--- config.mk ---
export PLATFORM = sky130hd
export DESIGN_NAME = bus_dma_master
export DESIGN_NICKNAME = d
export VERILOG_FILES = /design/src/rtl/bus_dma_master.sv
export SDC_FILE = /design/constraint.sdc
export NUM_CORES = 1
export LEC_CHECK = 0
export CAP_MARGIN = 30
export CORE_ASPECT_RATIO = 0.7
export CORE_UTILIZATION = 40
export CTS_CLUSTER_DIAMETER = 150
export DETAILED_ROUTE_END_ITERATION = 10
export PLACE_DENSITY = 0.73
export SLEW_MARGIN = 40
export SYNTH_ARGS = -nofsm -noshare
export SYNTH_HDL_FRONTEND = slang
export SYNTH_SLANG_ARGS = --single-unit
export TNS_END_PERCENT = 100
--- constraint.sdc ---
create_clock -name clk -period 2.55 [get_ports clk]
set_input_delay 0.51 -clock clk [delete_from_list [all_inputs] [get_ports clk]]
set_output_delay 0.51 -clock clk [all_outputs]
set_load 0.01 [all_outputs]
--- src/rtl/bus_dma_master.sv ---
// bus_dma_master: bus-master block copy engine for the shared 32-bit data / 8-bit address bus.
// Each word is moved as one read followed by one write. The engine requests the bus, waits
// for grant, and re-reads the current word whenever grant is withdrawn before its write lands.
// Optional feature macro: DMA_FILL_EN. When it is defined, fill=1 writes a constant to the
// destination range, one word per granted cycle. When it is undefined, every transfer is a copy.
//
// state | meaning
// ------+--------------------------------------------------------------
// IDLE  | waiting for start; all outputs low
// REQ   | requesting the bus; entered on launch and after any grant loss
// RD    | read address src+i on the bus
// RDW   | read data returned on M_din; it is captured at the closing edge
// WR    | write address dst+i with the captured word (or the fill constant)
// DONE  | one-cycle completion pulse
module bus_dma_master #(
  parameter int ADDR_W = 8,
  parameter int DATA_W = 32
) (
  input  logic              clk,
  input  logic              reset_n,
  input  logic              start,
  input  logic [ADDR_W-1:0] src_addr,
  input  logic [ADDR_W-1:0] dst_addr,
  input  logic [7:0]        len,
  input  logic              fill,
  input  logic [DATA_W-1:0] fill_data,
  input  logic              M_grant,
  input  logic [DATA_W-1:0] M_din,
  output logic              M_req,
  output logic              M_wr,
  output logic [ADDR_W-1:0] M_addr,
  output logic [DATA_W-1:0] M_dout,
  output logic              busy,
  output logic              done
);

  typedef enum logic [2:0] {
    IDLE = 3'd0,
    REQ  = 3'd1,
    RD   = 3'd2,
    RDW  = 3'd3,
    WR   = 3'd4,
    DONE = 3'd5
  } state_t;

  state_t            state;
  logic [ADDR_W-1:0] src_q;
  logic [ADDR_W-1:0] dst_q;
  logic [7:0]        len_q;
  logic [7:0]        idx;
  logic [7:0]        idx_nxt;
  logic [ADDR_W-1:0] src_cur;
  logic [ADDR_W-1:0] dst_cur;
  logic [ADDR_W-1:0] src_nxt;
  logic [ADDR_W-1:0] dst_nxt;
  logic              fill_mode;
  logic [DATA_W-1:0] fill_word;

  // Address arithmetic wraps naturally at the bus address width.
  assign idx_nxt = idx + 8'd1;
  assign src_cur = src_q + ADDR_W'(idx);
  assign dst_cur = dst_q + ADDR_W'(idx);
  assign src_nxt = src_q + ADDR_W'(idx_nxt);
  assign dst_nxt = dst_q + ADDR_W'(idx_nxt);

`ifdef DMA_FILL_EN
  logic              fill_q;
  logic [DATA_W-1:0] fill_data_q;

  // Fill mode and the fill constant are captured with the rest of the launch parameters.
  always_ff @(posedge clk or negedge reset_n) begin
    if (!reset_n) begin
      fill_q      <= 1'b0;
      fill_data_q <= '0;
    end else if (state == IDLE && start) begin
      fill_q      <= fill;
      fill_data_q <= fill_data;
    end
  end

  assign fill_mode = fill_q;
  assign fill_word = fill_data_q;
`else
  logic unused_fill;

  assign unused_fill = ^{fill, fill_data};
  assign fill_mode   = 1'b0;
  assign fill_word   = '0;
`endif

  // Sequencer. All bus outputs are registered and set for the state being entered, so
  // M_din never reaches an output combinationally.
  always_ff @(posedge clk or negedge reset_n) begin
    if (!reset_n) begin
      state  <= IDLE;
      src_q  <= '0;
      dst_q  <= '0;
      len_q  <= '0;
      idx    <= '0;
      M_req  <= 1'b0;
      M_wr   <= 1'b0;
      M_addr <= '0;
      M_dout <= '0;
      busy   <= 1'b0;
      done   <= 1'b0;
    end else begin
      done <= 1'b0;
      case (state)
        IDLE: begin
          if (start) begin
            src_q <= src_addr;
            dst_q <= dst_addr;
            len_q <= len;
            idx   <= '0;
            busy  <= 1'b1;
            if (len == 8'd0) begin
              state <= DONE;
              done  <= 1'b1;
            end else begin
              state <= REQ;
              M_req <= 1'b1;
            end
          end
        end
        REQ: begin
          if (M_grant) begin
            if (fill_mode) begin
              state  <= WR;
              M_wr   <= 1'b1;
              M_addr <= dst_cur;
              M_dout <= fill_word;
            end else begin
              state  <= RD;
              M_addr <= src_cur;
            end
          end
        end
        RD: begin
          if (M_grant) begin
            state <= RDW;
          end else begin
            state  <= REQ;
            M_addr <= '0;
          end
        end
        RDW: begin
          if (M_grant) begin
            state  <= WR;
            M_wr   <= 1'b1;
            M_addr <= dst_cur;
            M_dout <= M_din;
          end else begin
            state  <= REQ;
            M_addr <= '0;
          end
        end
        WR: begin
          if (M_grant) begin
            idx <= idx_nxt;
            if (idx_nxt == len_q) begin
              state  <= DONE;
              done   <= 1'b1;
              M_req  <= 1'b0;
              M_wr   <= 1'b0;
              M_addr <= '0;
              M_dout <= '0;
            end else if (fill_mode) begin
              M_addr <= dst_nxt;
              M_dout <= fill_word;
            end else begin
              state  <= RD;
              M_wr   <= 1'b0;
              M_addr <= src_nxt;
              M_dout <= '0;
            end
          end else begin
            // The write did not land; index stays put so the word is fetched again.
            state  <= REQ;
            M_wr   <= 1'b0;
            M_addr <= '0;
            M_dout <= '0;
          end
        end
        DONE: begin
          state <= IDLE;
          busy  <= 1'b0;
        end
        default: begin
          state  <= IDLE;
          M_req  <= 1'b0;
          M_wr   <= 1'b0;
          M_addr <= '0;
          M_dout <= '0;
          busy   <= 1'b0;
        end
      endcase
    end
  end

endmodule

==> metrics.md <==
| Metric | Value |
|---|---|
| Status | finished clean |
| # port buffers | 103 |
| Crit share post-route | 0.960 |
| # diodes | 0 |
| Achievable Freq | 409 MHz |
| WL final | 11.6 mm |
| Vias per cell | 5.29 |
| Commonest non-fill, non-tap cell in the layout | nand2_1 |
| Setup crit start | idx[1]$_DFFE_PN0P_ |
| Maximum fanout along the worst path | 5 |
| Reg2reg end | M_addr[7]$_DFFE_PN0P_ |
| P per Cell Area | 1030 nW/um2 |
| Setup crit end | M_addr[7]$_DFFE_PN0P_ |
| Tmin final | 2450 ps |
| CTS tree | built |
| Synth warn | 0 |
| CTS Sinks | 79 |
| DR vias | 3783 |
| Leakage | 0.00274 uW |
| DR iter-0 viols | 235 |
| Share of cells above drive strength 1 | 0.0917 |
| Worst Tran Pin Value | 554 ps |
| H-tree Lvls | 3 |
| Max-slew violation count | 0 |
| Drt pass-1 iters | 5 |
| Hold-fix buffers, CTS | 0 |
| Max cap viols | 0 |
| Hold Vio Cnt, Final | 0 |
| Async S/R FF share, synth | 1.00 |
| Drt wl/cell | 16.2 um |
| Final setup fails | 0 |
| Initial antenna violation count | 0 |
| Synth Register Bits | 79 |
| Largest net degree at the start of global routing | 80 |
| Global-route wire length before repair | 19.2 mm |
| Critical Path Source Type | flip-flop |
| Net Count, Synth | 574 |
| Total core area | 10500 um2 |
| Worst R2R Start | idx[1]$_DFFE_PN0P_ |
| Cts bufs inserted | 9 |
| Later-pin clock latency in the skew report | 340 ps |
| Die Ht | 89.7 um |
| Grt total ovfl | 0 |
| Main synth FF type | dfrtp_1 |
| HPWL after DPL | 8.52 mm |
| Worst-path clk slew | 60 ps |
| Ports | 137 |
| Worst Reg-to-Reg Cells | 9 |
| Number of global-route vias before repair | 3790 |
| Hold Path Class | in -> async |
| Clk root buf | clkbuf_16 |
| Synth Instances | 455 |
| Fin Setup TNS | 0 ps |
| RD Place Congestion | 0.864 |
| Worst hold slack | 183 ps |
| P&R area growth vs syn | 36.9% |
| Worst rel slew slack | 0.630 |
| Crit path DAT | 2650 ps |
| Internal reg-to-reg setup slack | 100 ps |
| Chip Width | 127 um |
| Post-synth EDFFs | 0 |
| Final WS setup | 102 ps |
| Clock Tree Buf Depth | 2 |
| Initial Util | 0.418 |
| Skew final | 7.51 ps |
| DRC viols | 0 |
| Crit Path Class | reg -> reg |
| Max VDD drop | 504 uV |
| Layout Nets | 681 |
| Pre-CTS WS | 16.4 ps |
| Seq/Total Area, Yosys | 0.450 |
| Filler cell count | 923 |
| Gr usage total | 0.214 |
| Number of post-CTS setup repair buffers | 0 |
| Number of library cell types mapped by synthesis | 50 |
| Cell Rows | 31 |
| Data required time of the worst path | 2760 ps |
| Most frequent cells in the layout | nand2_1 (103), clkdlybuf4s50_1 (102), dfrtp_1 (79) |
| Cell Area, Synth | 4400 um2 |
| Routed Antenna Nets | 0 |
| DIE AREA | 11400 um2 |
| Mapped Avg Cell Area | 9.66 um2 |
| Setup crit end kind | flip-flop |
-- report_power, final --
group | internal [uW] | total, uW | switching, uW
Sequential | 1720 | 2140 | 421
Clock | 859 | 1390 | 527
Combinational | 1350 | 2670 | 1320
-- critical path, stage by stage (launching register included) --
cell	delay [ps]
dfrtp_1	440
ha_2	220
xor2_2	190
ha_1	340
a21oi_2	150
a21boi_0	130
o21a_1	220
o41a_1	330
xnor2_1	190
o211ai_1	110
-- layout make-up --
class | count | area, um2 | area share
tap | 148 | 185 | 0.0308
sequential | 79 | 1980 | 0.329
clock inverter | 7 | 96.3 | 0.0160
inverter | 12 | 45.0 | 0.00749
timing repair buffer | 121 | 1180 | 0.195
clock buffer | 9 | 225 | 0.0374
multi-input combinational | 339 | 2310 | 0.384
-- per-layer routing --
layer | part of all wire | wire (um) | track usage | up-vias
li1 | - | - | - | 1814
met1 | 0.48 | 5570 | 0.305 | 1846
met2 | 0.45 | 5210 | 0.329 | 112
met3 | 0.059 | 680 | 0.0470 | 11
met4 | 0.0089 | 103 | 0.0536 | 0
met5 | 0 | 0 | 0 | -
-- how the worst min path moves through the flow --
| stage | to | slack [ps] | depth (start not counted) |
|---|---|---|---|
| after detailed placement | M_wr$_DFFE_PN0P_ | 480 | 2 |
| after global routing | busy$_DFFE_PN0P_ | 210 | 2 |
| after floorplan | M_addr[0]$_DFFE_PN0P_ | 210 | 0 |
| final | M_dout[30]$_DFFE_PN0P_ | 180 | 2 |
| after CTS | M_req$_DFFE_PN0P_ | 210 | 2 |
| after global placement | M_wr$_DFFE_PN0P_ | 470 | 2 |
-- stage by stage --
| step | power (uW) | area, um2 | util | instances |
|---|---|---|---|---|
| after global routing | 6620 | 6020 | 0.572 | 715 |
| after detailed placement | 4790 | 5640 | 0.536 | 699 |
| after global placement | 4690 | 5640 | 0.536 | 699 |
| final | 6190 | 6020 | 0.572 | 715 |
| after floorplan | 3650 | 4400 | - | 455 |
| after CTS | 6220 | 5970 | 0.568 | 715 |
-- registers in the layout, summed over array words and instances (netlist names) --
name and flops:
M_dout 32, M_addr 8, dst_q 8, idx 8, len_q 8, src_q 8, state 3, M_req 1
M_wr 1, busy 1, done 1
-- cell families after synthesis --
family / count (synthesis) / synth area share
AND/OR/NAND/NOR: 159 / 0.163
AO/OA/AOI/OAI: 123 / 0.199
flip-flops: 79 / 0.450
buffers and inverters: 37 / 0.0378
XOR/XNOR: 29 / 0.0674
adder cells (fa/ha/maj): 26 / 0.0791
multiplexers: 2 / 0.00455
-- Yosys cell counts, types with 6 or more instances --
master,n,area share
nand2_1,103,0.088
a21oi_1,16,0.018
xor2_1,9,0.018
clkbuf_1,10,0.0085
xnor2_1,17,0.034
buf_2,10,0.011
nand2b_1,8,0.011
o21ai_0,27,0.031
a22oi_1,7,0.012
nand3_1,10,0.011
a22o_1,34,0.068
o211ai_1,6,0.010
inv_1,12,0.010
ha_1,23,0.065
dfrtp_1,79,0.45
nor2_1,15,0.013
-- what timing repair did --
action,in CTS,in global routing
endpoints found under the hold margin,0,0
gates resized for setup,1,9
endpoints found under the setup margin,1,2
No activity file was read; power rests on OpenSTA's default activity.
